==> src/rtl/opb_register_bank_ppc2simulink.sv <==
// rtl/opb_register_bank_ppc2simulink.sv - OPB slave exposing C_NUM_REGS byte-writable 32-bit control registers
// Optional OPB_REG_COMMIT_EN: shadow registers plus a commit register at index C_NUM_REGS
module opb_register_bank_ppc2simulink #(
  parameter logic [31:0] C_BASEADDR    = 32'h01003400,
  parameter logic [31:0] C_HIGHADDR    = 32'h010034FF,
  parameter int          C_OPB_AWIDTH  = 32,
  parameter int          C_OPB_DWIDTH  = 32,
  parameter int          C_NUM_REGS    = 4,
  parameter logic [31:0] C_RESET_VALUE = 32'h00000000,
  parameter string       C_FAMILY      = "virtex5"
) (
  input  logic                      OPB_Clk,
  input  logic                      OPB_Rst,
  input  logic [0:C_OPB_AWIDTH-1]   OPB_ABus,
  input  logic [0:C_OPB_DWIDTH/8-1] OPB_BE,
  input  logic [0:C_OPB_DWIDTH-1]   OPB_DBus,
  input  logic                      OPB_RNW,
  input  logic                      OPB_select,
  input  logic                      OPB_seqAddr,
  output logic [0:C_OPB_DWIDTH-1]   Sl_DBus,
  output logic                      Sl_errAck,
  output logic                      Sl_retry,
  output logic                      Sl_toutSup,
  output logic                      Sl_xferAck,
  output logic [32*C_NUM_REGS-1:0]  user_data_out,
  output logic [C_NUM_REGS-1:0]     user_we
);

`ifdef OPB_REG_COMMIT_EN
  localparam int N_SLOTS = C_NUM_REGS + 1;
`else
  localparam int N_SLOTS = C_NUM_REGS;
`endif
  localparam longint WIN_BYTES = longint'(C_HIGHADDR) - longint'(C_BASEADDR) + 64'sd1;
  localparam int SEL_W = (C_NUM_REGS > 1) ? $clog2(C_NUM_REGS) : 1;
  localparam logic [29:0] NUM_REGS_W = 30'(C_NUM_REGS);

  if (C_OPB_DWIDTH != 32 || C_OPB_AWIDTH != 32 || C_NUM_REGS < 1 || C_NUM_REGS > 64 ||
      longint'(N_SLOTS) * 64'sd4 > WIN_BYTES || C_FAMILY == "") begin : g_bad_cfg
    $error("opb_register_bank_ppc2simulink: unsupported parameter set");
  end

  typedef enum logic [1:0] {S_IDLE, S_ACK, S_WAIT} state_t;
  state_t state, state_nxt;

  logic [31:0] abus, offset, rdata, be_mask;
  logic [29:0] word_idx;
  logic        hit, wr_go;
  logic        unused_sig;

  logic [SEL_W-1:0] sel_q;
  logic             in_range_q, rnw_q;
  logic [31:0]      wdata_q;
  logic [3:0]       be_q;
  logic [C_NUM_REGS-1:0] we_nxt;
  logic [31:0]      shadow [C_NUM_REGS];

  assign abus     = OPB_ABus;
  assign offset   = abus - C_BASEADDR;
  assign word_idx = offset[31:2];
  assign hit      = OPB_select && (abus >= C_BASEADDR) && (abus <= C_HIGHADDR);
  assign unused_sig = ^{OPB_seqAddr, offset[1:0]};

  assign Sl_errAck  = 1'b0;
  assign Sl_retry   = 1'b0;
  assign Sl_toutSup = 1'b0;

  always_ff @(posedge OPB_Clk) begin
    if (OPB_Rst) state <= S_IDLE;
    else         state <= state_nxt;
  end

  // Ack is masked by reset so a reset landing in the ACK cycle swallows the transfer.
  always_comb begin
    state_nxt  = state;
    Sl_xferAck = 1'b0;
    Sl_DBus    = '0;
    case (state)
      S_IDLE: if (hit) state_nxt = S_ACK;
      S_ACK: begin
        state_nxt  = S_WAIT;
        Sl_xferAck = !OPB_Rst;
        if (!OPB_Rst && rnw_q && in_range_q) Sl_DBus = rdata;
      end
      S_WAIT: if (!OPB_select) state_nxt = S_IDLE;
      default: state_nxt = S_IDLE;
    endcase
  end

`ifdef OPB_REG_COMMIT_EN
  logic        commit_q, commit_go;
  logic [31:0] out_q [C_NUM_REGS];
`endif

  always_ff @(posedge OPB_Clk) begin
    if (OPB_Rst) begin
      sel_q      <= '0;
      in_range_q <= 1'b0;
      rnw_q      <= 1'b1;
      wdata_q    <= '0;
      be_q       <= '0;
`ifdef OPB_REG_COMMIT_EN
      commit_q   <= 1'b0;
`endif
    end else if (state == S_IDLE && hit) begin
      sel_q      <= offset[SEL_W+1:2];
      in_range_q <= (word_idx < NUM_REGS_W);
      rnw_q      <= OPB_RNW;
      wdata_q    <= OPB_DBus;
      be_q       <= OPB_BE;
`ifdef OPB_REG_COMMIT_EN
      commit_q   <= (word_idx == NUM_REGS_W);
`endif
    end
  end

  // be_q[3] is OPB_BE[0], which covers the most significant byte.
  always_comb begin
    be_mask = '0;
    for (int b = 0; b < 4; b++) be_mask[8*b +: 8] = {8{be_q[b]}};
  end

  assign wr_go = (state == S_ACK) && !rnw_q && in_range_q;

  always_comb begin
    rdata = '0;
    for (int i = 0; i < C_NUM_REGS; i++)
      if (sel_q == SEL_W'(i)) rdata = shadow[i];
  end

  always_ff @(posedge OPB_Clk) begin
    if (OPB_Rst) begin
      for (int i = 0; i < C_NUM_REGS; i++) shadow[i] <= C_RESET_VALUE;
    end else begin
      for (int i = 0; i < C_NUM_REGS; i++)
        if (wr_go && sel_q == SEL_W'(i))
          shadow[i] <= (shadow[i] & ~be_mask) | (wdata_q & be_mask);
    end
  end

`ifdef OPB_REG_COMMIT_EN
  assign commit_go = (state == S_ACK) && !rnw_q && commit_q && be_q[0] && wdata_q[0];

  always_ff @(posedge OPB_Clk) begin
    if (OPB_Rst) begin
      for (int i = 0; i < C_NUM_REGS; i++) out_q[i] <= C_RESET_VALUE;
    end else if (commit_go) begin
      for (int i = 0; i < C_NUM_REGS; i++) out_q[i] <= shadow[i];
    end
  end

  always_comb begin
    we_nxt = '0;
    if (commit_go) we_nxt = '1;
    for (int i = 0; i < C_NUM_REGS; i++) user_data_out[32*i +: 32] = out_q[i];
  end
`else
  always_comb begin
    we_nxt = '0;
    for (int i = 0; i < C_NUM_REGS; i++) begin
      if (wr_go && sel_q == SEL_W'(i)) we_nxt[i] = 1'b1;
      user_data_out[32*i +: 32] = shadow[i];
    end
  end
`endif

  always_ff @(posedge OPB_Clk) begin
    if (OPB_Rst) user_we <= '0;
    else         user_we <= we_nxt;
  end

endmodule
==> config.mk <==
export PLATFORM = sky130hd
export DESIGN_NAME = opb_register_bank_ppc2simulink
export DESIGN_NICKNAME = d
export VERILOG_FILES = /design/src/rtl/opb_register_bank_ppc2simulink.sv
export SDC_FILE = /design/constraint.sdc
export NUM_CORES = 1
export LEC_CHECK = 0
export ABC_AREA = 1
export CAP_MARGIN = 20
export CELL_PAD_IN_SITES_DETAIL_PLACEMENT = 1
export CELL_PAD_IN_SITES_GLOBAL_PLACEMENT = 2
export CORE_AREA = 2 2 203 145
export CTS_BUF_LIST = sky130_fd_sc_hd__clkbuf_8
export DETAILED_ROUTE_END_ITERATION = 10
export DIE_AREA = 0 0 205 147
export MAX_ROUTING_LAYER = met4
export PLACE_DENSITY_LB_ADDON = 0.1
export SLEW_MARGIN = 20
export SYNTH_ARGS = -nofsm -noshare
export SYNTH_HDL_FRONTEND = slang
export SYNTH_SLANG_ARGS = --single-unit
==> constraint.sdc <==
create_clock -name OPB_Clk -period 4 [get_ports OPB_Clk]
set_input_delay 1 -clock OPB_Clk [delete_from_list [all_inputs] [get_ports OPB_Clk]]
set_output_delay 1 -clock OPB_Clk [all_outputs]
set_load 0.03 [all_outputs]
---- Word level (Yosys, flattened, before mapping) ----
Memories as Yosys holds them, arrays and structs flattened.
Cells that the tools add are included.
operators by class
  order comparisons ....................... 3
  bitwise logic cells ..................... 14
  multiplexer cells ....................... 28
  reduce and logical (&&, ||, !) cells .... 16
  equality and inequality tests ........... 7
  add/sub/neg operators ................... 1
operators by type and width
  kind                    count
  $mux 32                 10
  $and 32x32->32          5
  $or 32x32->32           4
  $ge 32x25->1 const B    1
  $le 32x25->1 const B    1
  $not 32->32             1
  $sub 32x25->32 const B  1
  $lt 30x3->1 const B     1
  $mux 1                  15
  $logic_and 1x1->1       11
  $eq 2x2->1 const B      3
  $pmux 2 s3              1
  $eq 2x1->1 const B      2
  $logic_not 2->1         2
  $mux 2                  2
  $ne 2x2->1 const B      2
  $or 1x1->1              4
  $logic_not 1->1         2
  $reduce_and 2->1        1
storage, ports and cells
  logic and storage cells ................. 77
  memories ................................ 1
  memory bits (writable) .................. 128
  bits in registers ....................... 46
memory list
  memory  depth  bits a word  rd ports  clocked after Yosys merged registers in  write ports  line  text
  shadow  4      32           4         0                                        4            56    logic [31:0] shadow [C_NUM_REGS];

---- Depth between registers and ports, before layout ----
Gate-level depths: netlist (run 1).
  depth in word-level cells ............... 8
  gate-level depth with buffers ........... 11
  depth with buffers taken out ............ 11

---- Least setup slack after synthesis (run 1) ----
No wires, ideal clock.
  kind .................................... input-to-output
  from .................................... input port OPB_Rst
  to ...................................... output port Sl_DBus[0] (netlist name)
  arrival ................................. 2.934 ns
  data required time ...................... 3.000 ns
  buffers on the path ..................... 2
  setup slack ............................. 0.066 ns
  stages .................................. 5
  path through ............................ clkbuf_1 -> nor2_1 -> nand3_1 -> clkbuf_1 -> a311oi_1
between the ends
  longest elaborated chain between the ends .. 5
ends and longest elaborated chain
  element                         line  text
  start: declaration              13    input logic OPB_Rst,
  $logic_not 1->1                 83    if (!OPB_Rst && rnw_q && in_range_q) Sl_DBus = rdata;
  $logic_and 1x1->1 (2 in a row)  83
  $mux 32                         83
  $mux 32                         78    case (state)
  end: declaration                20    output logic [0:C_OPB_DWIDTH-1] Sl_DBus,
No other way between the ends.

---- Final worst setup path (run 1) ----
  from .................................... input port OPB_Rst
  to ...................................... output port Sl_DBus[15] (netlist name)
Same word-level chain as after synthesis.

==> impl_metrics.json, run 1 <==
{
  "outcome": "complete, no violations",
  "power_switching_uw": 1038,
  "cts.sinks": 174,
  "swShare_pct": 28.46,
  "drt_iter0_markers": 410,
  "hold_viol_final": 0,
  "crit_top_cell": "clkdlybuf4s50_1",
  "synthDistinctLibCells": 34,
  "post_drt_wl_per_cell_um": 20.52,
  "grt_pass1_vias": 7979,
  "portBuffers": 234,
  "clk_path_buf_depth": 2,
  "fin_cells": 1585,
  "worstPathCellList": "clkdlybuf4s50_1 -> nor2_1 -> nand3_2 -> buf_12 -> a21oi_1 -> clkdlybuf4s50_1",
  "gr-total-overflow": 0,
  "setup_tns_ps": 0,
  "syn_to_final_growth_pct": 37.69,
  "first_pass_iters": 4,
  "synthArstFlopShare_pct": 0,
  "p_int_uw": 2609,
  "max_clock_freq_mhz": 257.0,
  "rsz0062_at_grt": "no",
  "cpPeakStageDelay_ps": 690,
  "die_y_um": 147,
  "ios": 241,
  "top_layer": "met4",
  "drt-total-wl_um": 32530,
  "worst_ep_arrival_time_ps": 2890,
  "vias_per_cell": 4.926,
  "finalSetupViolCount": 0,
  "die_area_um2": 30140,
  "synth_warnings": 0,
  "hold_class": "reg2reg",
  "vdd_drop_max_mv": 0.2060,
  "slew-limit-headroom_pct": 27.37,
  "endpoint_kind": "output pin",
  "avgSynthCellArea_um2": 8.613,
  "cts_buffers": 17,
  "drv_slew": 0,
  "synthCells": 975,
  "hpwl_um": 22610,
  "clock_latency_ps": 500,
  "path_max_fanout": 18,
  "min_period_over_period_pct": 97.27,
  "clkSlewWorstSetupHoldPaths_ps": 90,
  "antenna_left": 0,
  "ys_seq_area_share_pct": 56.73,
  "cts_tree": "yes",
  "power_frac_seq_pct": 55.3,
  "cp_data_required_time_ps": 3000,
  "worst_pin_slew_ps": 1083,
  "grt_usage_pct": 22.56,
  "antenna_found_initial": 2,
  "criticalPathCategory": "in2out",
  "period_needed_ps": 3891,
  "p_leak_uw": 0.004426,
  "synth_edf_count": 128,
  "p_clk_share_pct": 34.0,
  "chipWidth_um": 205,
  "dr_total_vias": 7808,
  "initial_core_util_pct": 29.60,
  "drv_cap": 0,
  "fin_skew_ps": 22.25,
  "cts_setup_buffers": 0,
  "grt_pass1_wl_um": 49340,
  "syn_area_um2": 8398,
  "ys.flop_type": "edfxtp_1",
  "dp_cells": 1550,
  "cts_root_buf": "clkbuf_8",
  "crit_path_start_kind": "input pin",
  "num-nets-final": 1265,
  "fp.coreArea_um2": 28370,
  "critPathSlowestCell": "clkdlybuf4s50_1",
  "power_density_nw_per_um2": 315.4,
  "drc": 0,
  "htree_levels": 4,
  "wl_met1_um": 16790,
  "ys_ff_latch": 174,
  "gp_congestion": 0.7714,
  "rows": 52,
  "combPwrFrac_pct": 10.7,
  "grt_max_degree": 34,
  "routed-wl-met3_um": 1377,
  "wl_met2_um": 14090,
  "drive_gt1_share_pct": 9.212
}
-- Yosys cell counts, types with 5 or more instances --
library cell / n / area, um^2
a21oi_1: 142 / 710.7
edfxtp_1: 128 / 3844
o21ai_0: 48 / 240.2
a311oi_1: 17 / 148.9
dfxtp_1: 46 / 920.9
nor2_2: 8 / 50.05
nand3_1: 11 / 55.05
nor2_1: 270 / 1013
nand2_1: 123 / 461.7
inv_1: 56 / 210.2
o21ai_1: 12 / 60.06
o22ai_1: 5 / 31.28
clkbuf_1: 29 / 108.9
buf_2: 22 / 110.1
inv_2: 7 / 26.28
o221ai_1: 10 / 87.58
a211oi_1: 8 / 60.06
-- cell usage in the layout, fill, tap and decap left out, types with 7 or more instances in the layout --
cell type,count
a311oi_1,17
inv_1,53
dfxtp_1,46
a211oi_1,8
nor2_1,270
inv_2,7
edfxtp_1,128
nand2_1,119
buf_4,38
o21ai_1,12
o221ai_1,10
a21oi_1,142
o21ai_0,48
clkbuf_8,17
nand3_1,10
clkdlybuf4s50_1,208
nor2_2,7
-- cell type report --
type                       instances  area [um^2]
antenna                            2        5.005
clock buffer                      17        234.0
clock inverter                    15        155.1
fill                            3347        16800
inverter                          63        242.7
multi-input combinational        681         3149
sequential                       174         4765
tap                              378        473.0
timing repair buffer             255         2540
-- cell families after synthesis --
logic type / count (synthesis) / synth area share, %
AO/OA/AOI/OAI: 248 / 16.58
buffers and inverters: 122 / 6.228
flip-flops: 174 / 56.73
other: 1 / 0.04465
AND/OR/NAND/NOR: 430 / 20.41
-- metal layers --
| metal | global-route usage (%) | vias up |
|---|---|---|
| met5 | - | - |
| met4 | 4.532 | 0 |
| met3 | 3.660 | 20 |
| met2 | 32.74 | 186 |
| met1 | 33.14 | 3864 |
| li1 | - | 3738 |
-- flip-flops by register name, summed over array words and instances, names as in the netlist --
register	flops
state	2
rnw_q	1
be_q	4
wdata_q	32
user_we	4
shadow	128
in_range_q	1
sel_q	2
-- critical path, delay by kind of cell --
kind | cells | cell delay [ps]
AO/OA/AOI/OAI | 1 | 140
buffers and inverters | 3 | 1310
AND/OR/NAND/NOR | 2 | 420
-- worst paths after layout --
check	startpoint	endpoint	slack, ps	depth (start not counted)
max reg2reg	sel_q[1]	shadow[3][14]	1550	6
max	OPB_Rst	Sl_DBus[15]	110	6
min reg2reg	in_range_q	in_range_q	510	2
min	in_range_q	in_range_q	510	2
-- power by group through the flow --
stage          sequential [uW]  combinational, uW  clock [uW]
4_1_cts                   2020                394        1270
2_1_floorplan             2140               87.4           0
3_5_place_dp              2060                393           0
3_3_place_gp              2060                391           0
5_1_grt                   2030                414        1340
6_report                  2020                391        1240
-- repair_timing --
item / CTS / global route
resized for setup: 0 / 6
hold buffers: 0 / 0
setup endpoints to repair: 0 / 12
-- per-stage QoR --
stage / cell area (um^2) / utilization (%) / hold slack, ps / worst slack (ps) / total power [uW]
after global placement: 11130 / 39.22 / 490.9 / 194.1 / 2450
after floorplan: 8406 / - / 462.8 / 65.70 / 2227
after global routing: 11560 / 40.76 / 541.4 / 16.69 / 3784
after detailed placement: 11130 / 39.22 / 496.8 / 99.65 / 2453
after CTS: 11510 / 40.59 / 511.3 / 30.91 / 3687
final: 11560 / 40.76 / 508.8 / 109.4 / 3647
Power figures use the tool's default switching activity.
==> run 2: changes to the inputs <==
Settings changed: CAP_MARGIN 20 to default, GPL_ROUTABILITY_DRIVEN from default to 0.
==> run 2 against run 1 <==
  * Hold slack improved by 1.7 ps
  * Flip-flop and latch count unchanged
  * Total power increased by 0.10%
  * Worst setup slack improved by 9.4 ps
  * Via count decreased by 0.19%
  * Sequential share of layout area increased by 0.098 points
  * Non-clock buffer count decreased by 1
  * Critical path type unchanged
==> impl_metrics.json, run 2 (synthesized netlist as in run 1, its figures left out) <==
{
  "outcome": "complete, no violations",
  "grt_pass1_wl_um": 49340,
  "antenna_found_initial": 2,
  "syn_to_final_growth_pct": 37.37,
  "most-common-layout-cells": "nor2_1, clkdlybuf4s50_1, a21oi_1, edfxtp_1, nand2_1",
  "clk_path_buf_depth": 2,
  "r2r_cells": 6,
  "holdWs_ps": 510.5,
  "hold_class": "reg2reg",
  "power_density_nw_per_um2": 316.5,
  "drt-total-wl_um": 32570,
  "vdd_drop_max_mv": 0.2077,
  "grt_usage_pct": 22.56,
  "fin_ws_ps": 118.8,
  "drt_iter0_markers": 394,
  "cts_setup_buffers": 0,
  "vias_per_cell": 4.920,
  "r2r_slack_ps": 1550,
  "initial_core_util_pct": 29.60,
  "min_path_cells": 2,
  "clock_latency_ps": 500,
  "crit_path_start_kind": "input pin",
  "gr-total-overflow": 0,
  "cp_data_required_time_ps": 3000,
  "clkSlewWorstSetupHoldPaths_ps": 90,
  "hp-start": "in_range_q",
  "hold_viol_final": 0,
  "fin_skew_ps": 24.02,
  "drv_cap": 0,
  "reg.largest.list": "shadow x128, wdata_q x32",
  "chipWidth_um": 205,
  "cts_tree": "yes",
  "slew-limit-headroom_pct": 26.49,
  "path_max_fanout": 18,
  "min_period_over_period_pct": 97.03,
  "rsz0062_at_grt": "no",
  "finalSetupViolCount": 0,
  "top_register": "shadow",
  "drc": 0,
  "pre_cts_ws_ps": 99.65,
  "largest_reg_flops": 128,
  "die_y_um": 147,
  "grt_max_degree": 34,
  "period_needed_ps": 3881,
  "worst_ep_arrival_time_ps": 2880,
  "cts_buffers": 17,
  "min_to": "in_range_q",
  "drive_gt1_share_pct": 9.136,
  "criticalPathCategory": "in2out",
  "endpoint_kind": "output pin",
  "ios": 241,
  "portBuffers": 234,
  "num-nets-final": 1264,
  "max_clock_freq_mhz": 257.7,
  "worst_pin_slew_ps": 1101,
  "cts_root_buf": "clkbuf_8",
  "dr_total_vias": 7793,
  "first_pass_iters": 5,
  "die_area_um2": 30140,
  "hpwl_um": 22610,
  "setup_tns_ps": 0,
  "antenna_left": 0,
  "layout_commonest_cell": "nor2_1",
  "grt_pass1_vias": 7979,
  "p_leak_uw": 0.004412,
  "r2r_end": "shadow[3][14]",
  "fp.coreArea_um2": 28370,
  "rows": 52,
  "htree_levels": 4,
  "post_drt_wl_per_cell_um": 20.56,
  "regToRegStartpoint": "sel_q[1]",
  "drv_slew": 0,
  "cts.sinks": 174
}
run 2: cell types whose count changed in the layout (fill, tap and decap cells not counted):
cell | before | now
buf_16 | 1 | 0
run 2: worst max-delay path by stage:
stage             start    endpoint  slack, ps  cells past startpoint
2_1_floorplan   OPB_Rst  Sl_DBus[0]         70                      5
3_3_place_gp    OPB_Rst  Sl_DBus[6]        190                      6
3_5_place_dp    OPB_Rst  Sl_DBus[1]        100                      6
4_1_cts        sel_q[0]  Sl_DBus[3]         30                      7
5_1_grt         OPB_Rst  Sl_DBus[9]         20                      6
6_report        OPB_Rst  Sl_DBus[9]        120                      6
run 2: repair_timing:
item,in CTS,in global routing
hold buffers,0,0
endpoints found under the hold margin,0,0
setup endpoints to repair,0,12
gates resized for setup,0,6
run 2: final cells by class:
type | instances | area (um^2)
fillers | 3349 | 16830
flip-flops and latches | 174 | 4765
multi-input cells | 681 | 3149
repair buffers | 254 | 2512
well taps | 378 | 473.0
inverters | 63 | 242.7
clock buffers | 17 | 234.0
clock inverters | 15 | 155.1
diodes | 2 | 5.005
run 2: per-layer routing:
layer | wire (um) | vias up | track usage, %
met4 | 215 | 0 | 4.532
met3 | 1388 | 16 | 3.660
met1 | 16800 | 3839 | 33.14
li1 | - | 3736 | -
met2 | 14160 | 202 | 32.74
met5 | 0 | - | -
run 2: power breakdown:
| group | leakage, uW | total [uW] | switching (uW) | internal (uW) |
|---|---|---|---|---|
| combinational | 0.00253 | 391 | 218 | 172 |
| sequential | 0.00169 | 2020 | 43.8 | 1970 |
| clock | 0.000191 | 1240 | 780 | 462 |
| total | 0.00441 | 3650 | 1040 | 2610 |
run 2: critical path, cell delays in order:
cell and delay, ps:
clkdlybuf4s50_1 430, nor2_1 240, nand3_2 170, buf_12 190
a21oi_1 130, clkdlybuf4s50_1 690
run 2: per-stage QoR:
stage	total power [uW]	area (um^2)	utilization, %	cells
floorplan	2227	8406	-	977
global placement	2450	11130	39.22	1550
detailed placement	2453	11130	39.22	1550
CTS	3687	11510	40.59	1582
global route	3784	11540	40.67	1584
finish	3651	11540	40.67	1584
==> RTL change (settings of run 2) <==
Add a define of `OPB_REG_COMMIT_EN`.
--- a/src/rtl/opb_register_bank_ppc2simulink.sv
+++ b/src/rtl/opb_register_bank_ppc2simulink.sv
@@ -1,5 +1,7 @@
 // rtl/opb_register_bank_ppc2simulink.sv - OPB slave exposing C_NUM_REGS byte-writable 32-bit control registers
 // Optional OPB_REG_COMMIT_EN: shadow registers plus a commit register at index C_NUM_REGS
+`define OPB_REG_COMMIT_EN
+
 module opb_register_bank_ppc2simulink #(
   parameter logic [31:0] C_BASEADDR    = 32'h01003400,
   parameter logic [31:0] C_HIGHADDR    = 32'h010034FF,
Formal check against the unedited RTL: not equivalent (a bounded check fails within 4 cycles, from zero or initial values and one cycle with OPB_Rst high).
==> RTL change against run 2 <==
- hold slack worse by 0.027 ns
- cell count increased by 27%
- clock power grew 97%
- total power rose by 76%
- combinational power rose by 9.7%
- cell area grew 46%
- synthesized area increased by 58%
- wire length is 26% higher
- setup slack better by 0.055 ns
- count of clock-buffer cells in the layout rose by 36
- non-clock buffer count rose by 8
- sequential cell count up 126
==> RTL change: results (changes against run 2) <==
metric,value,unit,change
multi_input_cells,781,,+15%
htree_levels,2,,-2
drive_gt1_frac,0.0919,,+0.000550
synth_common_cells,"nor2_1, edfxtp_1, inv_1, a21oi_1, nand2_1",,
synth_edf_count,256,,+100%
min_period,3.83,ns,-0.0553 ns
cts_max_path_buffers,3,,+1
tightest_slew,1.08,ns,-0.0196 ns
multi_input_area_share,0.216,,-0.0569
grt_use_met1,0.392,,+0.0606
clock_skew,0.0258,ns,+0.00174 ns
grt_util_all_layers,0.283,,+0.0573
pre_cts_slack,0.218,ns,+0.118 ns
rr_worst_depth,5,,-1
viasPerCell,5.38,,+9.3%
r2r-end,shadow[0][79],,
routed_wl,40900,um,+26%
fill_cells,3186,,-4.9%
p_leak,7.11,nW,+61%
seq_area,0.00857,mm2,+80%
cts.sinks,300,,+72%
dp_cells,1922,,+24%
clk_share,0.0515,,+0.0178
critPathMaxFanout,13,,-5
grt.met3_usage,0.0461,,+0.00954
clock_latency,0.58,ns,+0.08 ns
status,"complete, no violations",,
r2r_setup_slack,1.03,ns,-0.52 ns
worstSetupEndpoint,Sl_DBus[24],,
layout.nonclk_buf_frac,0.152,,-0.0655
RTL change: how the worst min path moves through the flow:
stage / from / slack [ns] / depth (start not counted) / end
global placement: state[1] / 0.46 / 2 / state[1]
global route: commit_q / 0.50 / 2 / commit_q
finish: commit_q / 0.48 / 2 / commit_q
CTS: commit_q / 0.48 / 2 / commit_q
detailed placement: state[1] / 0.48 / 2 / state[1]
floorplan: state[1] / 0.45 / 2 / state[1]
RTL change: power breakdown:
part | internal (mW) | leakage [nW] | switching (mW)
Sequential | 3.48 | 2.97 | 0.0621
Combinational | 0.174 | 3.59 | 0.255
Clock | 1.21 | 0.545 | 1.23
RTL change: repair_timing:
| action | 4_1_cts | 5_1_grt |
|---|---|---|
| hold buffers | 0 | 0 |
| endpoints found under the setup margin | 0 | 22 |
| gates resized for setup | 0 | 1 |
RTL change: worst max-delay path, stage by stage:
cell             delay [ns]
clkdlybuf4s50_1        0.44
nor2_1                 0.25
nand3_2                0.12
buf_4                  0.23
a211oi_1               0.57
buf_12                 0.20
